==> src/rtl/shift_sched_pkg.sv <==
// Shared constants, op encodings and shift-amount helper for the shift scheduler.
package shift_sched_pkg;

  localparam int NPORT = 2;
  localparam int AMT_W = 5;
  localparam int DATA_W = 32;

  typedef enum logic [1:0] {
    OP_ASR  = 2'b00,
    OP_LSR  = 2'b01,
    OP_LSL  = 2'b10,
    OP_PASS = 2'b11
  } op_e;

  // A zero register amount means "immediate plus one"; all sums wrap at 32.
  function automatic logic [AMT_W-1:0] shift_amount(input logic [AMT_W-1:0] v2_lo,
                                                     input logic [3:0]       hex);
    logic [AMT_W-1:0] hex_w;
    hex_w = AMT_W'(hex);
    if (v2_lo == '0) begin
      return hex_w + AMT_W'(1);
    end else begin
      return v2_lo + hex_w;
    end
  endfunction

endpackage

==> src/rtl/shift_sched_if.sv <==
// Request/response bundle between the requesters, the scheduler and the result consumer.
interface shift_sched_if;
  import shift_sched_pkg::*;

  logic [NPORT-1:0]  req_valid;
  logic [NPORT-1:0]  req_ready;
  logic [1:0]        req_op0;
  logic [1:0]        req_op1;
  logic [DATA_W-1:0] req_value1_0;
  logic [DATA_W-1:0] req_value1_1;
  logic [DATA_W-1:0] req_value2_0;
  logic [DATA_W-1:0] req_value2_1;
  logic [3:0]        req_hex0;
  logic [3:0]        req_hex1;
  logic              rsp_valid;
  logic              rsp_ready;
  logic              rsp_port;
  logic [DATA_W-1:0] rsp_data;

  modport master (
    output req_valid, req_op0, req_op1, req_value1_0, req_value1_1,
           req_value2_0, req_value2_1, req_hex0, req_hex1, rsp_ready,
    input  req_ready, rsp_valid, rsp_port, rsp_data
  );

  modport slave (
    input  req_valid, req_op0, req_op1, req_value1_0, req_value1_1,
           req_value2_0, req_value2_1, req_hex0, req_hex1, rsp_ready,
    output req_ready, rsp_valid, rsp_port, rsp_data
  );

endinterface

==> src/rtl/shift_core.sv <==
// Combinational shifter: ASR/LSR/LSL/pass with wrapped 5-bit amount and oversize zeroing.
module shift_core
  import shift_sched_pkg::*;
(
  input  op_e               op_i,
  input  logic [DATA_W-1:0] value1_i,
  input  logic [DATA_W-1:0] value2_i,
  input  logic [3:0]        hex_i,
  output logic [DATA_W-1:0] result_o
);

  logic [AMT_W-1:0] amt_s;
  logic             oversize_s;

  // Any register amount of 32 or more zeroes every real shift.
  always_comb begin
    amt_s      = shift_amount(value2_i[AMT_W-1:0], hex_i);
    oversize_s = |value2_i[DATA_W-1:AMT_W];
    result_o   = value1_i;
    case (op_i)
      OP_ASR:  result_o = oversize_s ? 32'h0 : DATA_W'($signed(value1_i) >>> amt_s);
      OP_LSR:  result_o = oversize_s ? 32'h0 : (value1_i >> amt_s);
      OP_LSL:  result_o = oversize_s ? 32'h0 : (value1_i << amt_s);
      OP_PASS: result_o = value1_i;
      default: result_o = value1_i;
    endcase
  end

endmodule

==> src/rtl/shift_sched.sv <==
// Two-port round-robin scheduler in front of a shared shifter with a one-deep output register.
module shift_sched
  import shift_sched_pkg::*;
#(
  parameter int NPORT = shift_sched_pkg::NPORT
) (
  input  logic         clk,
  input  logic         rst_n,
  input  logic         en,
  shift_sched_if.slave bus
);

  logic [NPORT-1:0]  grant_s;
  logic              free_s;
  logic              any_grant_s;
  logic              sel_s;
  logic [DATA_W-1:0] core_result_s;

  logic              ptr_q;
  logic              rsp_valid_q;
  logic              rsp_port_q;
  logic [DATA_W-1:0] rsp_data_q;

  // Grant the favoured port if it asks, otherwise the other one; nothing while output is blocked.
  always_comb begin
    free_s  = !rsp_valid_q || bus.rsp_ready;
    grant_s = '0;
    if (rst_n && en && free_s) begin
      if (bus.req_valid[ptr_q]) begin
        grant_s[ptr_q] = 1'b1;
      end else if (bus.req_valid[~ptr_q]) begin
        grant_s[~ptr_q] = 1'b1;
      end else begin
        grant_s = '0;
      end
    end else begin
      grant_s = '0;
    end
    any_grant_s = |grant_s;
    sel_s       = grant_s[1];
  end

  shift_core u_core (
    .op_i     (op_e'(sel_s ? bus.req_op1 : bus.req_op0)),
    .value1_i (sel_s ? bus.req_value1_1 : bus.req_value1_0),
    .value2_i (sel_s ? bus.req_value2_1 : bus.req_value2_0),
    .hex_i    (sel_s ? bus.req_hex1 : bus.req_hex0),
    .result_o (core_result_s)
  );

  // Output register and priority pointer; a new grant overwrites a result being consumed.
  always_ff @(posedge clk or negedge rst_n) begin
    if (!rst_n) begin
      ptr_q       <= 1'b0;
      rsp_valid_q <= 1'b0;
      rsp_port_q  <= 1'b0;
      rsp_data_q  <= 32'h0;
    end else if (any_grant_s) begin
      ptr_q       <= ~sel_s;
      rsp_valid_q <= 1'b1;
      rsp_port_q  <= sel_s;
      rsp_data_q  <= core_result_s;
    end else if (bus.rsp_ready) begin
      rsp_valid_q <= 1'b0;
    end else begin
      rsp_valid_q <= rsp_valid_q;
    end
  end

  assign bus.req_ready = grant_s;
  assign bus.rsp_valid = rsp_valid_q;
  assign bus.rsp_port  = rsp_port_q;
  assign bus.rsp_data  = rsp_data_q;

endmodule

==> src/flat_wrapper.sv <==
// flat-port wrapper written by rule: the top's interface ports become plain ports
module shift_sched_flat import shift_sched_pkg::*;
#(
  parameter int NPORT = shift_sched_pkg::NPORT
)
  (clk, rst_n, en, bus_req_valid, bus_req_op0, bus_req_op1, bus_req_value1_0, bus_req_value1_1, bus_req_value2_0, bus_req_value2_1, bus_req_hex0, bus_req_hex1, bus_rsp_ready, bus_req_ready, bus_rsp_valid, bus_rsp_port, bus_rsp_data);
  shift_sched_if bus_i ();
  input  logic clk;
  input  logic rst_n;
  input  logic en;
  input wire logic [$bits(bus_i.req_valid)-1:0] bus_req_valid;
  input wire logic [$bits(bus_i.req_op0)-1:0] bus_req_op0;
  input wire logic [$bits(bus_i.req_op1)-1:0] bus_req_op1;
  input wire logic [$bits(bus_i.req_value1_0)-1:0] bus_req_value1_0;
  input wire logic [$bits(bus_i.req_value1_1)-1:0] bus_req_value1_1;
  input wire logic [$bits(bus_i.req_value2_0)-1:0] bus_req_value2_0;
  input wire logic [$bits(bus_i.req_value2_1)-1:0] bus_req_value2_1;
  input wire logic [$bits(bus_i.req_hex0)-1:0] bus_req_hex0;
  input wire logic [$bits(bus_i.req_hex1)-1:0] bus_req_hex1;
  input wire logic [$bits(bus_i.rsp_ready)-1:0] bus_rsp_ready;
  output wire logic [$bits(bus_i.req_ready)-1:0] bus_req_ready;
  output wire logic [$bits(bus_i.rsp_valid)-1:0] bus_rsp_valid;
  output wire logic [$bits(bus_i.rsp_port)-1:0] bus_rsp_port;
  output wire logic [$bits(bus_i.rsp_data)-1:0] bus_rsp_data;
  assign bus_i.req_valid = bus_req_valid;
  assign bus_i.req_op0 = bus_req_op0;
  assign bus_i.req_op1 = bus_req_op1;
  assign bus_i.req_value1_0 = bus_req_value1_0;
  assign bus_i.req_value1_1 = bus_req_value1_1;
  assign bus_i.req_value2_0 = bus_req_value2_0;
  assign bus_i.req_value2_1 = bus_req_value2_1;
  assign bus_i.req_hex0 = bus_req_hex0;
  assign bus_i.req_hex1 = bus_req_hex1;
  assign bus_i.rsp_ready = bus_rsp_ready;
  assign bus_req_ready = bus_i.req_ready;
  assign bus_rsp_valid = bus_i.rsp_valid;
  assign bus_rsp_port = bus_i.rsp_port;
  assign bus_rsp_data = bus_i.rsp_data;
  shift_sched #(.NPORT(NPORT)) u_core (.clk(clk), .rst_n(rst_n), .en(en), .bus(bus_i));
endmodule
==> config.mk <==
export PLATFORM = sky130hd
export DESIGN_NAME = shift_sched_flat
export DESIGN_NICKNAME = d
export VERILOG_FILES = /design/src/rtl/shift_sched_pkg.sv /design/src/rtl/shift_sched_if.sv /design/src/rtl/shift_core.sv /design/src/rtl/shift_sched.sv /design/src/flat_wrapper.sv
export SDC_FILE = /design/constraint.sdc
export NUM_CORES = 1
export LEC_CHECK = 0
export CAP_MARGIN = 10
export CORE_ASPECT_RATIO = 0.8
export CORE_UTILIZATION = 25
export CTS_CLUSTER_DIAMETER = 100
export DETAILED_ROUTE_END_ITERATION = 8
export GPL_TIMING_DRIVEN = 0
export PLACE_DENSITY = 0.43
export SYNTH_ARGS = -nofsm -noshare
export SYNTH_HDL_FRONTEND = slang
export SYNTH_HIERARCHICAL = 1
export SYNTH_SLANG_ARGS = --single-unit
==> constraint.sdc <==
create_clock -name clk -period 5.6 [get_ports clk]
set_clock_uncertainty 0.05 [all_clocks]
set_input_delay 1.12 -clock clk [delete_from_list [all_inputs] [get_ports clk]]
set_output_delay 1.12 -clock clk [all_outputs]
set_load 0.02 [all_outputs]
==> reports/qor.csv, run 1 <==
stage;metric;value;unit
yosys;mapped cell area;7330;µm²
yosys;#FFs+latches synth;35;
power;switch share;50.9;%
run;Max Cap Viol;0;
clock_tree;Clock Sink Count;35;
yosys;Cells after Synth;830;
critical_path;reg-to-reg critical path startpoint;u_core/ptr_q;
global_route;vias in the first global route;8686;
critical_path;slowest cell on the critical path;fa_1;
clock_tree;CTS root buffer;clkbuf_16;
clock_tree;CTS tree;done;
placement;gpl congestion;0.984;
global_route;gr usage total;26.8;%
placement;DP Worst Slack;-1.99;ns
power;Leak;4.39;nW
global_route;first-pass GRT wire length;59.8;mm
critical_path;delay-heaviest family, CP;multiplexers;
sta;endpoints failing hold;0;
clock_tree;clock buffer depth;2;
detailed_routing;DR pass1 iterations;8;
detailed_routing;vias;8629;
critical_path;critical path type;primary input to flip-flop;
cells_and_area;nets@finish;1202;
placement;DPL Wire Length;31.0;mm
yosys;Synth top area share;20.3;%
yosys;Yosys top cell by area;mux2_4;
cells_and_area;area of the multi-input gates;6360;µm²
sta;fin crit period;5.50;ns
cells_and_area;Area growth syn-to-layout;46.1;%
placement;PortBufs;181;
cells_and_area;fin area;10700;µm²
yosys;post-synthesis cell type count;71;
sta;Final period util;98.2;%
critical_path;WP buf/inv;7;
critical_path;slowest stage delay, CP;0.51;ns
sta;total negative setup slack;0;ns
sta;Fmax achieved;0.182;GHz
global_route;largest net degree at the start of global routing;37;
hold_path;worst hold endpoint;u_core/bus.rsp_data[25];
power;PD cells;271;nW/µm²
critical_path;worst r2r dst;u_core/bus.rsp_data[28];
sta;final setup fails;0;
critical_path;Worst Setup Start Kind;primary input;
yosys;Syn Nets;981;
yosys;Yosys warnings;6;
power;sequential share of power;10.6;%
detailed_routing;DR WL/cell;28.8;µm
clock_tree;H-tree depth;2;
critical_path;crit path DAT;5.62;ns
critical_path;Worst R2R Setup Slack;0.77;ns
yosys;Avg Cell Area, Syn;8.83;µm²
floorplan;Starting Density;25.7;%
yosys;Main synth FF type;dfrtp_1;
clock_tree;Num CTS Buffers;5;
sta;worst-margin pin slew;0.959;ns
critical_path;Crit. End Element;flip-flop;
placement;DP Area;9600;µm²
floorplan;Die W;193;µm
power;P_int;1.42;mW
clock_tree;clk_lat worst skew;0.28;ns
yosys;number of flops mapped to enable cells by yosys;0;
yosys;Seq/Total Area, Yosys;11.9;%
clock_tree;hold_buf cts;0;
hold_path;Min-Delay Path Depth;1;
sta;Max-slew headroom;35.9;%
floorplan;die area;30000;µm²
global_route;antenna violations before repair;0;
floorplan;row count;55;
status;status;finished, violations left;
critical_path;CP Max Fanout;7;
cells_and_area;fraction of layout cells with a size suffix above 1;33.7;%
power;clock power share;9.7;%
floorplan;Die Ht;155;µm
detailed_routing;Via-to-Cell Ratio;6.07;
floorplan;num ports;182;
clock_tree;clk slew on worst S/H paths;0.06;ns
global_route;gr ovfl total;0;
detailed_routing;initial DRC count;1046;
power;maximum VDD drop;96.1;µV
yosys;Synth area leaders;mux2_4, dfrtp_1, mux4_2;
hold_path;hold crit path type;flip-flop to flip-flop;
detailed_routing;DRT antenna net count;0;
sta;Final Max Tran Viols;0;
critical_path;Worst EP required;5.71;ns
power;Power Total;2.90;mW
detailed_routing;DR DRC count;22;
critical_path;crit-path most repeated cell;buf_12;
cells_and_area;Reg area;876;µm²
power;Comb pwr share;79.6;%
floorplan;Core ar.;28600;µm²
power;NetSw;1.47;mW
cells_and_area;ant diodes;0;
critical_path;CP cell instances;dlygate4sd2_1, nand2b_4, o2111ai_4, buf_12, mux2_4, o41ai_4, ha_2, inv_2, fa_1, buf_8, buf_12, buf_12, buf_16, mux2_2, mux2i_2, mux2i_1, o22ai_2, o32ai_2, a221o_1, mux2_4;
detailed_routing;Post-Route WL;40.9;mm
sta;Worst Slack Setup Final;0.0981;ns
cells_and_area;# fillers;2954;
critical_path;path depth of the worst reg2reg path;18;
status;failing checks;DRC;
yosys;Post-synth ARST share;100;%
hold_path;hold path start;u_core/bus.rsp_data[25];
[placed cells by master, fill, tap and decap left out, drive strengths merged, types with 6 or more instances in the layout]
master	count
mux2	131
a211oi	9
clkbuf	40
clkdlybuf4s50	176
nand2	72
o32ai	6
dfrtp	35
inv	11
a221o	8
mux2i	58
buf	82
a21oi	55
a31oi	13
nor4	12
o221ai	8
nand2b	9
nor2	85
or3	10
o22ai	15
and2	8
nor3	22
a22oi	10
o21ai	51
nand3	14
mux4	33
[per-layer routing]
layer | routed length (µm) | part of all wire (%) | vias to the layer above | track usage, %
li1 | - | - | 3630 | -
met1 | 17500 | 43 | 4238 | 35.7
met2 | 17000 | 42 | 643 | 40.3
met3 | 4410 | 11 | 118 | 7.39
met4 | 2020 | 4.9 | 0 | 12.0
met5 | 0 | 0 | - | 0
[logic make-up (layout without fill, tap and decap cells)]
family                     after synthesis  in the layout  share of synthesized area [%]
and+or+nand+nor                        247            247                           15.3
AOI/OAI and AO/OA                      224            224                           20.4
muxes                                  222            222                           43.3
buffers and inverters                   93            314                           7.60
DFF                                     35             35                           11.9
adders and majority gates                5              5                          0.956
xor gates and xnor gates                 4              4                          0.478
[timing repair]
action                     in CTS  in global routing
cloned                          3                  1
pin swaps                      28                 15
resized for setup             135                 43
setup endpoints to repair      32                 31
setup buffers                  25                  4
[sequential cells by signal, indices dropped and copies added, names as in the netlist]
name and cells:
u_core/bus.rsp_data 32, u_core/ptr_q 1, u_core/bus.rsp_port 1, u_core/bus.rsp_valid 1
[power by group through the flow]
stage	registers [mW]	logic [mW]	clock network [mW]
global placement	0.313	1.92	0
global route	0.314	2.37	0.305
CTS	0.310	2.15	0.290
finish	0.308	2.31	0.282
floorplan	0.345	1.13	0
detailed placement	0.313	1.88	0
[metrics by stage]
| stage | std cells | hold slack (ns) | util, % |
|---|---|---|---|
| finish | 1421 | 0.457 | 37.5 |
| global placement | 1381 | 0.442 | 33.6 |
| floorplan | 830 | 0.501 | - |
| CTS | 1416 | 0.461 | 36.8 |
| detailed placement | 1381 | 0.445 | 33.6 |
| global route | 1421 | 0.477 | 37.5 |
[Yosys cell counts, types with 3 or more instances]
cell type / count
a31oi_1: 13
inv_1: 11
a22oi_1: 10
a2bb2oi_1: 3
o32ai_1: 5
and3_1: 5
and2_1: 7
buf_4: 8
buf_2: 22
ha_1: 4
nor3_1: 22
buf_1: 3
nand2b_1: 9
mux2i_1: 58
mux2_4: 99
clkbuf_1: 28
o21ai_0: 48
a311oi_1: 3
nand3_1: 14
mux2_2: 32
a32oi_1: 5
o221ai_1: 8
dfrtp_1: 35
a221o_1: 8
o21ai_1: 3
a211oi_1: 9
mux4_2: 32
nor4_1: 11
buf_6: 20
a21oi_1: 55
o211ai_1: 5
nand2_1: 72
o31ai_1: 5
a221oi_1: 3
nor2_1: 84
a21o_1: 4
or3_1: 10
o22ai_1: 15
[area by class of cell]
cell class / count / area share (%)
inverters: 12 / 0.456
plain buffers: 80 / 6.02
clock inverters: 1 / 0.0467
repair buffers: 215 / 20.3
flip-flops and latches: 35 / 8.18
multi-input cells: 702 / 59.4
well taps: 370 / 4.32
clock buffers: 6 / 1.30
[worst max-delay path by stage]
stage | cells after the start | end | start
6_report | 20 | u_core/bus.rsp_data[28] | bus_rsp_ready
5_1_grt | 17 | u_core/bus.rsp_data[21] | bus_rsp_ready
4_1_cts | 21 | u_core/bus.rsp_data[8] | rst_n
3_5_place_dp | 20 | u_core/bus.rsp_data[1] | rst_n
3_3_place_gp | 19 | u_core/bus.rsp_data[26] | rst_n
2_1_floorplan | 20 | u_core/bus.rsp_data[24] | rst_n
Note: power is estimated with default switching activity, not from simulation.
==> inputs of run 2 (changes only) <==
Settings changed: ABC_CLOCK_PERIOD_IN_PS set to 6600.
Clock period 5.6 ns to 6.6 ns, I/O delays scaled along.
==> run 2 against run 1 <==
Compared with the run above:
- the run still ends with DRC left
- register-to-register slack improved by 0.55 ns
- hold slack barely moved
- wire length fell by 2.4%
- global-route usage fell by 0.57 points
- cell area fell by 7.6%
- sequential power fell by 15%
- combinational power fell by 26%
- critical endpoint is now u_core/bus.rsp_data[29]
- highest routed layer unchanged
==> reports/qor.csv, run 2 (synthesis gave the netlist of run 1 again) <==
stage;metric;value;unit;change
status;failing checks;DRC;;
clock_tree;hold_buf cts;0;;unchanged
placement;gpl congestion;0.984;;unchanged
sta;worst-margin pin slew;0.992;ns;+0.0335 ns
floorplan;Core ar.;28600;µm²;unchanged
global_route;first-pass GRT wire length;58.5;mm;-2.2%
critical_path;crit path DAT;6.59;ns;+0.97 ns
floorplan;Die W;193;µm;unchanged
clock_tree;Num CTS Buffers;5;;unchanged
power;PD cells;224;nW/µm²;-17%
clock_tree;clk_lat worst skew;0.28;ns;about the same
global_route;gr ovfl total;0;;unchanged
floorplan;num ports;182;;unchanged
detailed_routing;DR pass1 iterations;8;;unchanged
detailed_routing;initial DRC count;1117;;+6.8%
cells_and_area;nets@finish;1171;;-2.6%
clock_tree;Clock Sink Count;35;;unchanged
critical_path;slowest cell on the critical path;clkdlybuf4s50_1;;
status;status;finished, violations left;;
power;maximum VDD drop;81.8;µV;-15%
critical_path;critical path type;primary input to flip-flop;;
cells_and_area;fraction of layout cells with a size suffix above 1;25.8;%;-7.9 points
placement;DPL Wire Length;31.0;mm;unchanged
clock_tree;CTS tree;done;;
cells_and_area;Area growth syn-to-layout;35.0;%;
run;Max Cap Viol;0;;unchanged
detailed_routing;Post-Route WL;39.9;mm;-2.4%
sta;Final period util;98.2;%;
sta;fin crit period;6.48;ns;
detailed_routing;DR DRC count;22;;unchanged
critical_path;Worst Setup Start Kind;primary input;;
clock_tree;clock buffer depth;2;;unchanged
sta;total negative setup slack;0;ns;unchanged
critical_path;WP buf/inv;6;;-1
power;Leak;4.09;nW;-6.9%
cells_and_area;most frequent cells in the layout;clkdlybuf4s50_1, mux2_4, nor2_1;;
critical_path;CP Max Fanout;10;;+3
sta;Max-slew headroom;33.6;%;-2.2 points
sta;endpoints failing hold;0;;unchanged
detailed_routing;DRT antenna net count;0;;unchanged
detailed_routing;Via-to-Cell Ratio;6.13;;+0.87%
cells_and_area;commonest non-fill, non-tap cell in the layout;clkdlybuf4s50_1;;
critical_path;Crit. End Element;flip-flop;;
hold_path;hold crit path type;flip-flop to flip-flop;;
sta;RSZ-0062 raised after global routing;true;;
floorplan;row count;55;;unchanged
detailed_routing;DR WL/cell;28.7;µm;-0.26%
global_route;antenna violations before repair;0;;unchanged
floorplan;Die Ht;155;µm;unchanged
floorplan;Starting Density;25.7;%;unchanged
critical_path;slowest stage delay, CP;0.55;ns;+0.04 ns
cells_and_area;max reg flops;32;;unchanged
global_route;vias in the first global route;8353;;-3.8%
placement;PortBufs;181;;unchanged
floorplan;die area;30000;µm²;unchanged
global_route;largest net degree at the start of global routing;37;;unchanged
clock_tree;H-tree depth;2;;unchanged
sta;final setup fails;0;;unchanged
clock_tree;CTS root buffer;clkbuf_16;;
detailed_routing;vias;8514;;-1.3%
sta;Final Max Tran Viols;0;;unchanged
clock_tree;clk slew on worst S/H paths;0.06;ns;about the same
critical_path;Worst EP required;6.71;ns;+1.00 ns
cells_and_area;ant diodes;0;;unchanged
critical_path;delay-heaviest family, CP;compound AO/OA/AOI/OAI gates;;
sta;Fmax achieved;0.154;GHz;
power;Power Total;2.22;mW;-24%
critical_path;CP cell instances;clkdlybuf4s50_1, inv_1, o2111ai_4, buf_8, mux2_4, o41ai_2, ha_1, inv_1, fa_1, buf_6, buf_6, mux2_2, mux2i_1, o21ai_0, and3_1, a21oi_1, a21oi_1, a221o_1, mux2_4;;
global_route;gr usage total;26.2;%;-0.57 points
[run 2: changes by cell type in the layout (fill, tap and decap cells not counted), moves of 8 or more]
cell,before,now
buf_12,8,0
buf_4,34,7
a21oi_1,39,49
mux2i_4,8,0
o21ai_0,32,47
o21ai_1,14,4
mux2i_1,37,51
[run 2: report_power, final]
group | leakage, nW | switching, mW | internal, mW
combinational | 3.54 | 1.05 | 0.665
clock | 0.0727 | 0.0915 | 0.147
sequential | 0.468 | 0.0194 | 0.242
total | 4.09 | 1.16 | 1.05
[run 2: layout make-up]
| cell class | instances | area [µm²] |
|---|---|---|
| inverters | 12 | 45.0 |
| well taps | 370 | 463 |
| fillers | 3029 | 18700 |
| clock inverters | 1 | 5.00 |
| flip-flops and latches | 35 | 876 |
| clock buffers | 6 | 139 |
| repair buffers | 183 | 1830 |
| multi-input cells | 702 | 6000 |
| plain buffers | 81 | 541 |
[run 2: per-layer routing]
layer / wire [µm] / vias up / share of wire, % / track usage [%]
li1: - / 3566 / - / -
met1: 16500 / 4145 / 41 / 34.9
met2: 16500 / 684 / 41 / 39.7
met3: 5010 / 119 / 13 / 7.98
met4: 1910 / 0 / 4.8 / 10.2
met5: 0 / - / 0 / 0
[run 2: worst paths after layout]
| kind | start | cells past startpoint | end | slack [ns] |
|---|---|---|---|---|
| worst max-delay path | bus_req_valid[0] | 19 | u_core/bus.rsp_data[29] | 0.12 |
| worst min-delay path | u_core/bus.rsp_data[25] | 1 | u_core/bus.rsp_data[25] | 0.46 |
| worst max register to register | u_core/ptr_q | 17 | u_core/bus.rsp_data[29] | 1.32 |
| worst min register to register | u_core/bus.rsp_data[25] | 1 | u_core/bus.rsp_data[25] | 0.46 |
| max in group asynchronous | rst_n | 1 | u_core/bus.rsp_data[1] | 5.35 |
| min in group asynchronous | rst_n | 1 | u_core/bus.rsp_port | 0.87 |
[run 2: worst register-to-register path: stages, from the launching register on]
cell and delay [ns]:
dfrtp_1 0.44, o2111ai_4 0.26, buf_8 0.20, mux2_4 0.34, o41ai_2 0.38, ha_1 0.24
inv_1 0.06, fa_1 0.52, buf_6 0.19, buf_6 0.22, mux2_2 0.38, mux2i_1 0.35
o21ai_0 0.29, and3_1 0.26, a21oi_1 0.17, a21oi_1 0.14, a221o_1 0.40, mux2_4 0.26
[run 2: repair_timing]
action / in CTS / in global routing
cloned: 0 / 0
pin swaps: 1 / 1
buffers inserted: 1 / 0
resized for setup: 12 / 34
setup endpoints to repair: 32 / 29
[run 2: through the flow]
stage	hold slack (ns)	cells	area [µm²]	utilization, %	setup WS, ns
6_report	0.457	1390	9890	34.6	0.121
5_1_grt	0.477	1390	9890	34.6	-0.0476
4_1_cts	0.461	1389	9790	34.3	0.00297
3_5_place_dp	0.445	1381	9600	33.6	-1.19
3_3_place_gp	0.442	1381	9600	33.6	-2.39
2_1_floorplan	0.501	830	7330	-	0.950
==> inputs of run 3 (changes only) <==
Settings changed: CORE_MARGIN set to 5.
==> run 3 against run 2 <==
Compared with the run above:
- the flow now finishes without violations
- combinational power about the same
- utilization decreased by 0.67 points
- via count decreased by 0.93%
- first-iteration DRC count increased by 9.2%
- die area increased by 9.5%
- clock-buffer cell count unchanged
- hold slack improved by 0.0039 ns
- total power decreased by 1.5%
- largest cell class unchanged
==> reports/qor.csv, run 3 (synthesis gave the netlist of run 1 again) <==
stage;metric;value;unit;change
global_route;gr ovfl total;0;;unchanged
cells_and_area;commonest non-fill, non-tap cell in the layout;clkdlybuf4s50_1;;
detailed_routing;DR WL/cell;28.5;µm;-0.86%
floorplan;num ports;182;;unchanged
sta;Fmax achieved;0.155;GHz;+0.56%
detailed_routing;DR DRC count;0;;-100%
power;Comb pwr share;78.0;%;+0.6 points
placement;PortBufs;181;;unchanged
cells_and_area;Post-Layout Cell Count;1396;;+0.43%
detailed_routing;initial DRC count;1220;;+9.2%
power;switch share;51.9;%;-0.50 points
power;P_int;1.05;mW;-0.52%
sta;Max-slew headroom;6.50;%;-27 points
floorplan;row count;56;;+1.8%
placement;DPL Wire Length;31.1;mm;+0.19%
placement;dpl cells;1388;;+0.51%
critical_path;Crit. End Element;flip-flop;;
sta;worst hold slack;0.461;ns;+0.00392 ns
power;maximum VDD drop;89.6;µV;+9.6%
floorplan;Core ar.;29100;µm²;+2.1%
detailed_routing;Via-to-Cell Ratio;6.04;;-1.4%
cells_and_area;fraction of layout cells with a size suffix above 1;25.6;%;-0.17 points
power;clock power share;10.0;%;-0.8 points
power;NetSw;1.13;mW;-2.5%
sta;Final Max Tran Viols;0;;unchanged
cells_and_area;max reg flops;32;;unchanged
floorplan;Starting Density;25.1;%;-0.52 points
cells_and_area;ant diodes;0;;unchanged
global_route;gr usage total;23.3;%;-2.9 points
sta;RSZ-0062 raised after global routing;true;;
placement;gpl congestion;1.04;;+5.3%
cells_and_area;fin util;34.0;%;-0.67 points
global_route;vias in the first global route;8392;;+0.47%
critical_path;CP Max Fanout;10;;unchanged
floorplan;Die W;201;µm;+4.1%
status;status;completed;;
detailed_routing;DR pass1 iterations;6;;-2
sta;endpoints failing hold;0;;unchanged
power;sequential share of power;12.0;%;+0.2 points
floorplan;Die Ht;163;µm;+5.2%
detailed_routing;DRT antenna net count;0;;unchanged
critical_path;critical path type;primary input to flip-flop;;
critical_path;Worst Setup Start Kind;primary input;;
sta;fin crit period;6.44;ns;-0.0360 ns
clock_tree;Num CTS Buffers;5;;unchanged
critical_path;crit path DAT;6.55;ns;-0.04 ns
detailed_routing;vias;8435;;-0.93%
sta;final setup fails;0;;unchanged
detailed_routing;Post-Route WL;39.8;mm;-0.44%
sta;Final period util;97.6;%;-0.55 points
global_route;largest net degree at the start of global routing;37;;unchanged
sta;worst-margin pin slew;1.39;ns;+0.399 ns
clock_tree;hold_buf cts;0;;unchanged
clock_tree;clk slew on worst S/H paths;0.05;ns;about the same
clock_tree;clock buffer depth;2;;unchanged
sta;total negative setup slack;0;ns;unchanged
cells_and_area;Area growth syn-to-layout;35.1;%;about the same
clock_tree;clk_lat worst skew;0.27;ns;about the same
power;PD cells;220;nW/µm²;-1.6%
run;Max Cap Viol;0;;unchanged
hold_path;hold crit path type;flip-flop to flip-flop;;
power;Power Total;2.18;mW;-1.5%
clock_tree;CTS tree;done;;
clock_tree;H-tree depth;2;;unchanged
cells_and_area;most frequent cells in the layout;clkdlybuf4s50_1, mux2_4, nor2_1;;
cells_and_area;# fillers;3105;;+2.5%
power;Leak;4.07;nW;-0.25%
cells_and_area;nets@finish;1171;;unchanged
clock_tree;Clock Sink Count;35;;unchanged
clock_tree;CTS root buffer;clkbuf_16;;
floorplan;die area;32900;µm²;+9.5%
global_route;first-pass GRT wire length;58.3;mm;-0.24%
critical_path;Worst EP required;6.71;ns;about the same
global_route;antenna violations before repair;1;;+1
-- run 3: path summary, 6_finish.rpt --
kind	endpoint	start	slack, ns	cells past startpoint
max	u_core/bus.rsp_data[27]	bus_req_valid[0]	0.16	20
min	u_core/bus.rsp_data[6]	u_core/bus.rsp_data[6]	0.46	1
max reg2reg	u_core/bus.rsp_data[27]	u_core/ptr_q	1.38	18
min reg2reg	u_core/bus.rsp_data[6]	u_core/bus.rsp_data[6]	0.46	1
max in group asynchronous	u_core/bus.rsp_data[31]	rst_n	5.35	1
min in group asynchronous	u_core/bus.rsp_valid	rst_n	0.88	1
-- run 3: stage by stage --
step,setup WS (ns),area (µm²)
3_5_place_dp,-1.18,9610
4_1_cts,0.0129,9780
3_3_place_gp,-2.29,9610
5_1_grt,-0.0279,9900
2_1_floorplan,0.950,7330
6_report,0.157,9900
-- run 3: critical path, stage by stage --
cell and delay (ns):
clkdlybuf4s50_1 0.56, inv_1 0.10, o2111ai_4 0.24, buf_8 0.21
mux2_4 0.34, o41ai_4 0.36, ha_2 0.24, inv_1 0.05
fa_1 0.52, buf_6 0.19, buf_8 0.19, buf_4 0.23
mux2_2 0.37, mux2i_1 0.27, nor2_1 0.07, a21oi_1 0.33
o22ai_1 0.19, o22ai_1 0.27, o211ai_1 0.18, mux2_4 0.31
-- run 3: repair_timing --
action | CTS | global route
pin swaps | 1 | 1
setup buffers | 1 | 1
setup endpoints to repair | 32 | 31
resized for setup | 9 | 44
-- run 3: power groups by stage --
stage	combinational, mW	sequential, mW	clock (mW)
floorplan	0.955	0.293	0
global placement	1.61	0.266	0
detailed placement	1.58	0.266	0
CTS	1.60	0.262	0.227
global route	1.76	0.266	0.238
finish	1.70	0.261	0.219
-- run 3: layer usage --
layer,GRT usage (%),up-vias,part of all wire [%]
met2,34.8,676,42
met4,9.63,0,4.8
met1,32.5,4080,42
met5,0,-,0
li1,-,3560,-
met3,5.22,119,12
-- run 3: final cells by class --
cell class	count	area, µm²	area share [%]
inverters	12	45.0	0.455
flip-flops and latches	35	876	8.85
multi-input cells	702	6010	60.7
clock buffers	6	129	1.30
repair buffers	183	1830	18.5
plain buffers	81	546	5.51
well taps	377	472	4.76
